`src/rtl/regfile_pkg.sv`:
```
// Shared types and defaults for the register-file write-back scheduler.
package regfile_pkg;

  localparam int unsigned ADDRESS_WIDTH_DEFAULT = 5;
  localparam int unsigned DATA_WIDTH_DEFAULT    = 32;

  typedef logic [ADDRESS_WIDTH_DEFAULT-1:0] reg_addr_t;
  typedef logic [DATA_WIDTH_DEFAULT-1:0]    reg_data_t;

  localparam reg_addr_t REG_ZERO = '0;

  typedef enum logic {
    SRC_ALU = 1'b0,
    SRC_LSU = 1'b1
  } wb_src_e;

endpackage

```
`src/rtl/wb_rr_arbiter.sv`:
```
// Two-input round-robin arbiter: a lone request always wins, contention goes
// to the source that did not win the previous transfer.
module wb_rr_arbiter
  import regfile_pkg::*;
(
  input  logic       clk,
  input  logic       rst_n,
  input  logic [1:0] req,
  output logic [1:0] grant
);

  wb_src_e last_grant;

  always_comb begin
    grant = '0;
    if (req[SRC_ALU] && req[SRC_LSU]) begin
      if (last_grant == SRC_LSU) grant[SRC_ALU] = 1'b1;
      else                       grant[SRC_LSU] = 1'b1;
    end else begin
      grant = req;
    end
  end

  // A grant is always a transfer, so last_grant follows the granted source.
  always_ff @(posedge clk or negedge rst_n) begin
    if (!rst_n) begin
      last_grant <= SRC_LSU;
    end else if (grant[SRC_ALU]) begin
      last_grant <= SRC_ALU;
    end else if (grant[SRC_LSU]) begin
      last_grant <= SRC_LSU;
    end
  end

endmodule

```
`src/rtl/regfile_wb_scheduler.sv`:
```
// Shares the register file write port between ALU and LSU write-backs and
// keeps a per-register busy scoreboard for decode hazard stalls.
module regfile_wb_scheduler
  import regfile_pkg::*;
#(
  parameter int unsigned ADDRESS_WIDTH = ADDRESS_WIDTH_DEFAULT,
  parameter int unsigned DATA_WIDTH    = DATA_WIDTH_DEFAULT
) (
  input  logic                        clk,
  input  logic                        rst_n,
  input  logic                        alu_valid,
  input  logic [ADDRESS_WIDTH-1:0]    alu_rd,
  input  logic [DATA_WIDTH-1:0]       alu_data,
  output logic                        alu_ready,
  input  logic                        lsu_valid,
  input  logic [ADDRESS_WIDTH-1:0]    lsu_rd,
  input  logic [DATA_WIDTH-1:0]       lsu_data,
  output logic                        lsu_ready,
  input  logic                        issue_valid,
  input  logic                        issue_wr,
  input  logic [ADDRESS_WIDTH-1:0]    issue_rd,
  input  logic [ADDRESS_WIDTH-1:0]    issue_rs1,
  input  logic [ADDRESS_WIDTH-1:0]    issue_rs2,
  output logic                        issue_stall,
  output logic                        WE3,
  output logic [ADDRESS_WIDTH-1:0]    ad3,
  output logic [DATA_WIDTH-1:0]       WD3,
  output logic [(1<<ADDRESS_WIDTH)-1:0] busy
);

  localparam int unsigned NUM_REGS = 1 << ADDRESS_WIDTH;
  localparam logic [ADDRESS_WIDTH-1:0] ZERO_ADDR = ADDRESS_WIDTH'(REG_ZERO);

  logic [1:0]               grant;
  logic                     xfer;
  logic [ADDRESS_WIDTH-1:0] sel_rd;
  logic [DATA_WIDTH-1:0]    sel_data;
  logic                     set_en;
  logic [NUM_REGS-1:0]      busy_next;

  wb_rr_arbiter u_arb (
    .clk   (clk),
    .rst_n (rst_n),
    .req   ({lsu_valid, alu_valid}),
    .grant (grant)
  );

  assign alu_ready = grant[SRC_ALU];
  assign lsu_ready = grant[SRC_LSU];
  assign xfer      = |grant;

  always_comb begin
    sel_rd   = alu_rd;
    sel_data = alu_data;
    if (grant[SRC_LSU]) begin
      sel_rd   = lsu_rd;
      sel_data = lsu_data;
    end
  end

  // x0 write-backs complete the handshake but never assert the write enable.
  always_ff @(posedge clk or negedge rst_n) begin
    if (!rst_n) begin
      WE3 <= 1'b0;
      ad3 <= '0;
      WD3 <= '0;
    end else begin
      WE3 <= xfer && (sel_rd != ZERO_ADDR);
      if (xfer) begin
        ad3 <= sel_rd;
        WD3 <= sel_data;
      end
    end
  end

  assign issue_stall = issue_valid &&
                       (busy[issue_rs1] || busy[issue_rs2] || (issue_wr && busy[issue_rd]));

  assign set_en = issue_valid && !issue_stall && issue_wr && (issue_rd != ZERO_ADDR);

  // Clear lands with the register file write; a coincident set takes priority.
  always_comb begin
    busy_next = busy;
    if (WE3) busy_next[ad3] = 1'b0;
    if (set_en) busy_next[issue_rd] = 1'b1;
    busy_next[0] = 1'b0;
  end

  always_ff @(posedge clk or negedge rst_n) begin
    if (!rst_n) begin
      busy <= '0;
    end else begin
      busy <= busy_next;
    end
  end

  set_clear_collision : assert property (
    @(posedge clk) disable iff (!rst_n) !(set_en && WE3 && (issue_rd == ad3))
  );

endmodule
```
`config.mk`:
```
export PLATFORM = sky130hd
export DESIGN_NAME = regfile_wb_scheduler
export DESIGN_NICKNAME = d
export VERILOG_FILES = /design/src/rtl/regfile_pkg.sv /design/src/rtl/wb_rr_arbiter.sv /design/src/rtl/regfile_wb_scheduler.sv
export SDC_FILE = /design/constraint.sdc
export NUM_CORES = 1
export LEC_CHECK = 0
export CAP_MARGIN = 40
export CORE_MARGIN = 4
export CORE_UTILIZATION = 35
export CTS_CLUSTER_SIZE = 30
export DETAILED_ROUTE_END_ITERATION = 10
export PLACE_DENSITY = 0.71
export SYNTH_ARGS = -nofsm -noshare
export SYNTH_HDL_FRONTEND = slang
export SYNTH_SLANG_ARGS = --single-unit
```
`constraint.sdc`:
```
create_clock -name clk -period 2.7 [get_ports clk]
set_input_delay 0.27 -clock clk [delete_from_list [all_inputs] [get_ports clk]]
set_output_delay 0.27 -clock clk [all_outputs]
set_load 0.02 [all_outputs]
```
After elaboration in Yosys (flattened, before gate mapping):

Cells that the tools add are included.

* word-level logic and storage cells: 49
* bits in registers: 70

* reductions and logical operators: 16
* bitwise operators: 3
* mux-type cells: 19
* order comparisons: 6

Operators by type and width (count)
* $mux W32: 3
* $and A32 B32 Y32: 1
* $not A32 Y32: 1
* $or A32 B32 Y32: 1
* $lt A5 B6 Y1 const B: 4
* $bmux W1 S5: 3
* $demux W1 S5: 2
* $ge A5 B1 Y1 const B: 2
* $reduce_bool A5 Y1: 2
* $logic_and A1 B1 Y1: 9
* $mux W1: 9
* $mux W5: 1
* $logic_or A1 B1 Y1: 2
* $mux W2: 1
* $reduce_bool A2 Y1: 1
* $reduce_or A2 Y1: 1
* $logic_not A1 Y1: 1

Logic depth before layout (Yosys ltp):

Gate-level depths: netlist of run 1.

* depth in word-level cells: 10
* depth in mapped cells: 8

Cells and area by module:

Synthesis of run 1 repeated with hierarchy kept, for this count alone.

* cell total of the unflattened synthesis: 396
* area, all modules: 4294.1 µm²

Modules (own cells, without submodules)
* regfile_wb_scheduler: area each 4240.3 µm², cells each 390, times used 1
* wb_rr_arbiter: area each 53.8 µm², cells each 6, times used 1

Worst setup path before layout of run 1:

OpenSTA, ideal clock, no wires.

* path type: reg2out
* start: register busy[14]
* end: output port issue_stall
* path slack: 0.500 ns
* path buffers: 1
* data arrival time: 1.930 ns
* cell stages (with the launch flop): 8
* cells stage by stage: dfrtp_1 -> mux4_1 -> mux2i_1 -> nor3b_1 -> nor3_2 -> o211ai_2 -> buf_6 -> o21a_1

* word-level cells in the longest chain between the ends: 5
* elaborated cells between the ends (all ways): 10
* classes of those cells: mux (6); reduce/logical (4)

RTL lines
* from (decl): RTL line regfile_wb_scheduler.sv:28 `output logic [(1<<ADDRESS_WIDTH)-1:0] busy`
* from (signal assigned): RTL line regfile_wb_scheduler.sv:93 `busy <= busy_next;`
* $bmux W1 S5: RTL line regfile_wb_scheduler.sv:77 `(busy[issue_rs1] || busy[issue_rs2] || (issue_wr && busy[issue_rd]));`
* $mux W1 (implied by the code): RTL line regfile_wb_scheduler.sv:77
* $logic_or A1 B1 Y1 / $logic_and A1 B1 Y1 (equally long branches): RTL line regfile_wb_scheduler.sv:77
* $logic_or A1 B1 Y1 *: RTL line regfile_wb_scheduler.sv:77
* $logic_and A1 B1 Y1 *: RTL line regfile_wb_scheduler.sv:76 `assign issue_stall = issue_valid &&`
* to (decl): RTL line regfile_wb_scheduler.sv:24 `output logic issue_stall,`

Every way passes the cells marked *; elsewhere a longest branch is shown, timed or not. The select of a mux whose other input is x is not followed.

Worst setup path in the final report of run 1:

* start: input port issue_rs2[1]
* end: output port issue_stall

* word-level cells in the longest chain between the ends: 5

RTL lines
* from (decl): RTL line regfile_wb_scheduler.sv:23 `input logic [ADDRESS_WIDTH-1:0] issue_rs2,`
* $bmux W1 S5: RTL line regfile_wb_scheduler.sv:77
* $mux W1 (implied by the code): RTL line regfile_wb_scheduler.sv:77
* $logic_or A1 B1 Y1 (2 in series): RTL line regfile_wb_scheduler.sv:77
* $logic_and A1 B1 Y1: RTL line regfile_wb_scheduler.sv:76

Every way passes these cells. The select of a mux whose other input is x is not followed.

==> results of run 1 <==
[per-layer routing]
metal  global-route usage  share of wire  vias up
met2                0.345           0.47      271
met3               0.0703           0.11       21
met5                    0              0        -
met1                0.287           0.41     2092
met4               0.0702          0.016        0
li1                     -              -     1973
[registers in the layout, summed over array words and instances (netlist names)]
signal	count
WE3	1
WD3	32
busy	31
u_arb.last_grant	1
ad3	5
[area by class of cell]
| cell class | count | area, um2 | area share |
|---|---|---|---|
| inverters | 3 | 11.3 | 0.00169 |
| clock inverters | 1 | 30.0 | 0.00450 |
| repair buffers | 209 | 2010 | 0.301 |
| flip-flops and latches | 70 | 1760 | 0.263 |
| clock buffers | 15 | 268 | 0.0401 |
| well taps | 168 | 210 | 0.0315 |
| multi-input cells | 295 | 2390 | 0.358 |
[power by group through the flow]
stage	Clock (uW)	Combinational [uW]	Sequential, uW
6_report	1170	2670	1800
5_1_grt	1240	2840	1840
4_1_cts	1190	2670	1790
3_5_place_dp	0	2670	1800
3_3_place_gp	0	2600	1780
2_1_floorplan	0	1020	2030
[worst reg2reg max path, delay by kind of cell, from the launching register on]
family / cells / cell delay [ns]
buf+inv: 1 / 0.25
flops: 1 / 0.44
simple gates: 2 / 0.28
mux: 2 / 0.71
compound gates: 2 / 0.59
[repair_timing]
| item | 4_1_cts | 5_1_grt |
|---|---|---|
| pin swaps | 2 | 2 |
| endpoints found under the setup margin | 1 | 1 |
| cloned | 0 | 0 |
| resized for setup | 5 | 4 |
[how the worst max path moves through the flow]
stage	startpoint	end	slack [ns]	cells past startpoint
floorplan	busy[14]	issue_stall	0.50	7
global placement	issue_rs1[2]	issue_stall	-0.25	9
detailed placement	issue_rs1[2]	issue_stall	-0.30	9
CTS	issue_rd[0]	issue_stall	0.06	8
global route	busy[7]	issue_stall	0.006	7
finish	issue_rs2[1]	issue_stall	0.13	7
[logic make-up after synthesis]
kind of cell,count (synthesis)
and+or+nand+nor,106
DFF,70
muxes,71
buffers and inverters,38
AOI/OAI and AO/OA,117
other,1
[through the flow]
step / setup slack (ns) / power, uW / instances / hold WS (ns) / util
floorplan: 0.500 / 3050 / 403 / -0.0256 / -
detailed placement: -0.299 / 4470 / 745 / 0.384 / 0.529
CTS: 0.0599 / 5650 / 761 / 0.0286 / 0.553
global route: 0.00571 / 5920 / 761 / 0.0696 / 0.554
global placement: -0.254 / 4380 / 745 / 0.380 / 0.529
finish: 0.135 / 5640 / 761 / 0.00420 / 0.554
[cells in the final DEF (no fill, tap or decap), types with 3 or more instances in the layout]
cell	synthesis	final
nand3_1	6	6
nand3b_1	10	10
o221a_2	32	32
mux4_1	4	4
clkdlybuf4s50_1	0	160
clkbuf_16	0	9
dfrtp_1	69	67
nand2_1	55	55
buf_4	3	40
nand4_1	3	3
buf_12	0	3
nor3_1	3	3
nor2_1	11	11
buf_2	4	3
o21ai_0	33	33
mux2i_1	55	55
o22ai_1	4	4
nor3b_1	3	3
a31oi_1	5	5
o41ai_1	31	31
clkbuf_1	20	4
or3b_2	4	4
inv_1	3	3
mux4_2	11	11
==> results.cfg, run 1 <==
[flow_run]
cap_viol_max_count = 0

[synth]
syn_area_per_cell_um2 = 10.8
synthSimpleGateAreaFrac = 0.120
synth.top_cells.by_area = dfrtp_1 (40%), mux2i_1 (13%), o221a_2 (8.3%)
synth_edf_count = 0
synth_cells = 403
netlist-cell-type-count = 42
async_reset_ff_frac = 1.00
synth_top_area_cell = dfrtp_1
synth_nets = 498
ys_top_cells_by_count = dfrtp_1 (69), mux2i_1 (55), nand2_1 (55)
synth_top_family_by_area = compound AO/OA/AOI/OAI gates
synth-adder-area-share = 0
synthMuxAreaShare = 0.211
syn-cell-area_mm2 = 0.00433
yosysMostFrequentCell = dfrtp_1
ys.flop_type = dfrtp_1
synth_top_area_frac = 0.398
synth_xor_area_frac = 0
ys_seq_area_frac = 0.404
ys_ff_latch = 70
synth_compound_area_frac = 0.220
synth_warnings = 0

[route]
routedWlPerCell_um = 20.5
ant_nets = 0
via_count = 4357
dr.pass1.iters = 4
wirelength_um = 15600
drtIter0Drc = 338
drc = 0
via_per_inst = 5.73

[sta]
setup_viol = 0
min_period_over_period = 0.950
tightest_slew_ns = 0.750
slew_headroom = 0.500
timing.final.hold_violations = 0
drv_slew = 0
fin_setup_tns_ns = 0
timing.fmax_mhz = 390
fin_worst_skew_ns = 0.00616
min_period_ns = 2.57
rsz0062_at_grt = no

[clock_tree]
cts_made_buffers = 9
h-tree-depth = 3
ctsHoldBuffers = 0
cts_tree = yes
cts_num_sinks = 70
cts_setup_buffers = 0
root_buffer = clkbuf_16
clkTransAtPathRegs_ns = 0.05
clock_path_buffers = 2
clk_latency_ns = 0.33

[layout]
final_layout_size_suffix_gt1_frac = 0.192
syn2layout_area_growth_pct = 54.1
n_fill_cell = 1058
antenna_cells = 0
final_nets = 683
final_area_mm2 = 0.00668

[power]
peakVddDrop_mv = 0.349
seqPwrFrac = 0.320
pwr-share-clk = 0.207
switching_power_uw = 2130
intPower_uw = 3500
pwr-share-comb = 0.473
power_density_mw_per_mm2 = 844
p_leak_uw = 0.00273
netSwitchingFraction = 0.379

[setup_path]
cpMaxStageDelayCell = mux4_1
cp_cell_sequence = clkdlybuf4s50_1 -> buf_4 -> mux4_1 -> a32oi_1 -> o211ai_2 -> o21a_1 -> buf_2
rr_worst_depth = 7
worstReg2RegStart = busy[24]
r2r-end = busy[27]
worst-setup-path-type = in -> out
cp-start-kind = input port
slowest_delay_ns = 0.56
crit_required_ns = 2.43
cp_max_fo = 3
critical-path-top-delay-family = buffers and inverters
path_buf_inv = 3
r2r_slack_ns = 0.30
endpoint_kind = output pin
crit_arrival_ns = 2.30

[die]
dieArea_mm2 = 0.0142
pin_count = 168
core_mm2 = 0.0121
fp.dieH_um = 119
die_width_um = 119
start_util = 0.359
num_rows = 40

[global_routing]
grt_usage = 0.219
grt_pass1_vias = 4670
antenna_found_initial = 0
grt_start_max_net_pins = 44
grt_overflow = 0
grt_pass1_wl_um = 24900

[hold_path]
hold_class = in -> async

[placed_design]
hpwl_um = 12000
place_area_mm2 = 0.00638
io_buffers = 166
finalWeightedCongestion = 0.920

[run_status]
outcome = finished clean
(Power assumes the default switching activity.)
==> run 2, diff against run 1 <==
Settings changed: CTS_BUF_LIST set to sky130_fd_sc_hd__clkbuf_4 sky130_fd_sc_hd__clkbuf_8 sky130_fd_sc_hd__clkbuf_16.
==> run 2 against run 1 <==
The run now ends with negative hold slack left. Via count up 0.83%. Total power up 0.90%. First-iteration DRC count decreased by 4.4%. Non-clock buffer count unchanged. Flip-flop and latch count unchanged. Sequential share of layout area shrank 0.059 points. Critical path depth unchanged. Fmax decreased by 0.31%.
==> results.cfg, run 2 (same netlist as run 1, synthesis figures left out) <==
[placed_design]
finalWeightedCongestion = 0.920
io_buffers = 166
place_area_mm2 = 0.00638
hpwl_um = 12000

[layout]
final_nets = 683
final_area_mm2 = 0.00669
final_common_cell = clkdlybuf4s50_1
reg_top3 = WD3 x32, busy x31, ad3 x5
syn2layout_area_growth_pct = 54.4
largest_reg_flops = 32
top_register = WD3
antenna_cells = 0
final_layout_size_suffix_gt1_frac = 0.199
n_fill_cell = 1060
mostFrequentLayoutCells = clkdlybuf4s50_1 (160), dfrtp_1 (67), nand2_1 (55), mux2i_1 (55), buf_4 (40)

[route]
wirelength_um = 15700
ant_nets = 0
dr.pass1.iters = 5
via_per_inst = 5.77
drtIter0Drc = 323
routedWlPerCell_um = 20.6
drc = 0
via_count = 4393

[die]
start_util = 0.359
num_rows = 40
dieArea_mm2 = 0.0142
pin_count = 168
core_mm2 = 0.0121
die_width_um = 119
fp.dieH_um = 119

[setup_path]
path_buf_inv = 3
crit_required_ns = 2.43
cp_cell_sequence = clkdlybuf4s50_1 -> buf_4 -> mux4_1 -> a32oi_1 -> o211ai_2 -> o21a_1 -> buf_2
crit_arrival_ns = 2.30
worst-setup-path-type = in -> out
cp_max_fo = 3
cp-start-kind = input port
slowest_delay_ns = 0.56
endpoint_kind = output pin
cpMaxStageDelayCell = clkdlybuf4s50_1
critical-path-top-delay-family = buffers and inverters

[power]
pwr-share-comb = 0.469
pwr-share-clk = 0.213
seqPwrFrac = 0.318
intPower_uw = 3540
netSwitchingFraction = 0.377
p_leak_uw = 0.00274
power_density_mw_per_mm2 = 850
peakVddDrop_mv = 0.356
switching_power_uw = 2140

[clock_tree]
clkTransAtPathRegs_ns = 0.05
cts_num_sinks = 70
cts_tree = yes
h-tree-depth = 3
clock_path_buffers = 2
cts_made_buffers = 9
root_buffer = clkbuf_16
clk_latency_ns = 0.33
ctsHoldBuffers = 0

[sta]
drv_slew = 0
timing.fmax_mhz = 389
timing.final.hold_violations = 2
min_period_ns = 2.57
tightest_slew_ns = 0.748
hold_ws_ns = -0.00303
min_period_over_period = 0.953
slew_headroom = 0.501
fin_setup_tns_ns = 0
rsz0062_at_grt = no
fin_worst_skew_ns = 0.00783
setup_viol = 0

[global_routing]
use_met2 = 0.345
grt_overflow = 0
grt_usage = 0.219
met3_usage = 0.0689
grt_pass1_wl_um = 25000
grt_start_max_net_pins = 44
antenna_found_initial = 0
met1_usage = 0.286
grt_pass1_vias = 4670
grt.busiest_layer = met2

[hold_path]
hold_class = in -> async

[flow_run]
cap_viol_max_count = 0

[run_status]
outcome = finished, violations left
violations = negative hold slack
[run 2: power by group through the flow]
stage | clock [uW] | combinational, uW | sequential, uW
global placement | 0 | 2600 | 1780
global route | 1270 | 2840 | 1840
CTS | 1230 | 2670 | 1790
floorplan | 0 | 1020 | 2030
finish | 1210 | 2670 | 1810
detailed placement | 0 | 2670 | 1800
[run 2: routing by layer]
| layer | routed length [um] | vias up | part of all wire |
|---|---|---|---|
| li1 | - | 1973 | - |
| met1 | 6480 | 2130 | 0.41 |
| met2 | 7300 | 259 | 0.47 |
| met3 | 1600 | 31 | 0.10 |
| met4 | 305 | 0 | 0.019 |
| met5 | 0 | - | 0 |
[run 2: worst paths after layout]
kind	start	endpoint	slack, ns	cells after the start
hold / removal	rst_n	WD3[29]	-0.003	1
setup / recovery	issue_rs2[1]	issue_stall	0.13	7
max in group asynchronous	rst_n	u_arb.last_grant	1.98	2
setup reg to reg	busy[26]	busy[17]	0.34	7
hold reg to reg	u_arb.last_grant	u_arb.last_grant	0.54	1
min in group clk	alu_valid	WE3	0.41	4
[run 2: stage by stage]
step                power, uW  hold WS [ns]  worst slack [ns]  instances  utilization
finish                   5690      -0.00303             0.127        761        0.555
global route             5960        0.0714           0.00727        761        0.555
CTS                      5690        0.0302            0.0599        761        0.554
detailed placement       4470         0.384            -0.299        745        0.529
global placement         4380         0.380            -0.254        745        0.529
floorplan                3050       -0.0256             0.500        403            -
[run 2: what timing repair did]
item / in CTS / in global routing
buffers inserted: 0 / 0
endpoints found under the setup margin: 1 / 1
pin swaps: 2 / 2
cloned: 0 / 0
gates resized for setup: 5 / 4
[run 2: area by class of cell]
cell class                      count  area [um2]  area share
Timing Repair Buffer              209        2010       0.300
Clock buffer                       15         283      0.0423
Inverter                            3        11.3     0.00168
Tap cell                          168         210      0.0314
Multi-Input combinational cell    295        2390       0.357
Clock inverter                      1        30.0     0.00449
Sequential cell                    70        1760       0.262
[run 2: worst reg2reg max path: cells and delay by family, from the launching register on]
kind / cells / cell delay [ns]
AO/OA/AOI/OAI: 2 / 0.57
multiplexers: 2 / 0.69
AND/OR/NAND/NOR: 2 / 0.27
buffers and inverters: 1 / 0.26
flip-flops: 1 / 0.45
==> run 3, diff against run 2 <==
Settings changed: SETUP_SLACK_MARGIN set to 0.05.
==> run 3 against run 2 <==
The flow still finishes with violations (negative hold slack). Sequential power about the same. Worst setup slack gained 0.0045 ns. Clock skew down 0.00080 ns. Count of clock-buffer cells in the layout is the same. Sequential share of layout area is 0.078 points lower. Critical path type unchanged. Largest cell class unchanged.
==> results.cfg, run 3 (same netlist as run 1, synthesis figures left out) <==
[layout]
n_fill_cell = 1059
final_common_cell = clkdlybuf4s50_1
top_register = WD3
largest_reg_flops = 32
final_area_mm2 = 0.00671
multi_input_area_mm2 = 0.00239
ff_latch_area_mm2 = 0.00176
finish.utilization = 0.557
reg_top3 = WD3 x32, busy x31, ad3 x5
mostFrequentLayoutCells = clkdlybuf4s50_1 (158), dfrtp_1 (67), nand2_1 (55), mux2i_1 (55), buf_4 (42)
final_layout_size_suffix_gt1_frac = 0.202
antenna_cells = 0
final_nets = 685
syn2layout_area_growth_pct = 54.9

[setup_path]
rr_worst_depth = 7
cpMaxStageDelayCell = mux4_1
crit_arrival_ns = 2.30
critical-path-top-delay-family = buffers and inverters
slowest_delay_ns = 0.56
cp_max_fo = 3
crit_required_ns = 2.43
worst-setup-path-type = in -> out
cp_cell_sequence = clkdlybuf4s50_1 -> buf_4 -> mux4_1 -> a32oi_1 -> o211ai_2 -> o21a_1 -> buf_2
endpoint_kind = output pin
path_buf_inv = 3
cp-start-kind = input port
cp.depth = 7

[sta]
slew_headroom = 0.505
setup_viol = 0
min_period_over_period = 0.951
timing.final.hold_violations = 2
timing.fmax_mhz = 389
tightest_slew_ns = 0.743
drv_slew = 0
rsz0062_at_grt = no
min_period_ns = 2.57
hold_ws_ns = -0.00244
fin_worst_skew_ns = 0.00703

[hold_path]
hold_class = in -> async

[global_routing]
grt_pass1_vias = 4670
grt_start_max_net_pins = 44
grt_pass1_wl_um = 25000
grt_usage = 0.219
grt_overflow = 0
antenna_found_initial = 0

[clock_tree]
cts_tree = yes
h-tree-depth = 3
clk_latency_ns = 0.33
root_buffer = clkbuf_16
cts_made_buffers = 9
clkTransAtPathRegs_ns = 0.05
ctsHoldBuffers = 0
cts_num_sinks = 70
clock_path_buffers = 2

[die]
num_rows = 40
dieArea_mm2 = 0.0142
die_width_um = 119
start_util = 0.359
pin_count = 168
core_mm2 = 0.0121
fp.dieH_um = 119

[power]
p_leak_uw = 0.00277
power_density_mw_per_mm2 = 849
total_power_uw = 5700
peakVddDrop_mv = 0.353

[route]
via_per_inst = 5.77
drtIter0Drc = 312
routedWlPerCell_um = 20.5
wirelength_um = 15700
dr.pass1.iters = 5
ant_nets = 0
drc = 0
via_count = 4399

[run_status]
outcome = finished, violations left
violations = negative hold slack

[placed_design]
hpwl_um = 12000
place_area_mm2 = 0.00638
finalWeightedCongestion = 0.920
io_buffers = 166

[flow_run]
cap_viol_max_count = 0
[run 3: where the power goes]
part           switching, uW  internal (uW)
Clock                    402            806
Sequential               423           1370
Combinational           1320           1380
[run 3: stage by stage]
step	TNS [ns]	instances	setup slack, ns
2_1_floorplan	0	403	0.500
3_3_place_gp	-0.254	745	-0.254
3_5_place_dp	-1.59	745	-0.299
4_1_cts	0	761	0.0599
5_1_grt	0	763	0.0687
6_report	0	763	0.131
[run 3: final cells by class]
class	count	area share
Clock buffer	15	0.0421
Clock inverter	1	0.00447
Inverter	3	0.00168
Multi-Input combinational cell	295	0.356
Sequential cell	70	0.262
Tap cell	168	0.0313
Timing Repair Buffer	211	0.303
[run 3: final timing paths]
path	slack, ns	from	end
min reg2reg	0.54	u_arb.last_grant	u_arb.last_grant
min	-0.002	rst_n	WD3[29]
max	0.13	issue_rs2[1]	issue_stall
max in group asynchronous	1.99	rst_n	u_arb.last_grant
max reg2reg	0.33	busy[26]	busy[3]
min in group clk	0.41	alu_valid	WE3
[run 3: routing by layer]
metal,GRT usage,part of all wire
met5,0,0
met4,0.0760,0.017
met3,0.0689,0.11
met2,0.345,0.47
met1,0.286,0.41
[run 3: repair_timing]
item                       in CTS  in global routing
pin swaps                       2                  4
buffers inserted                0                  2
setup endpoints to repair       1                  1
gates resized for setup         5                  6
gates cloned                    0                  0
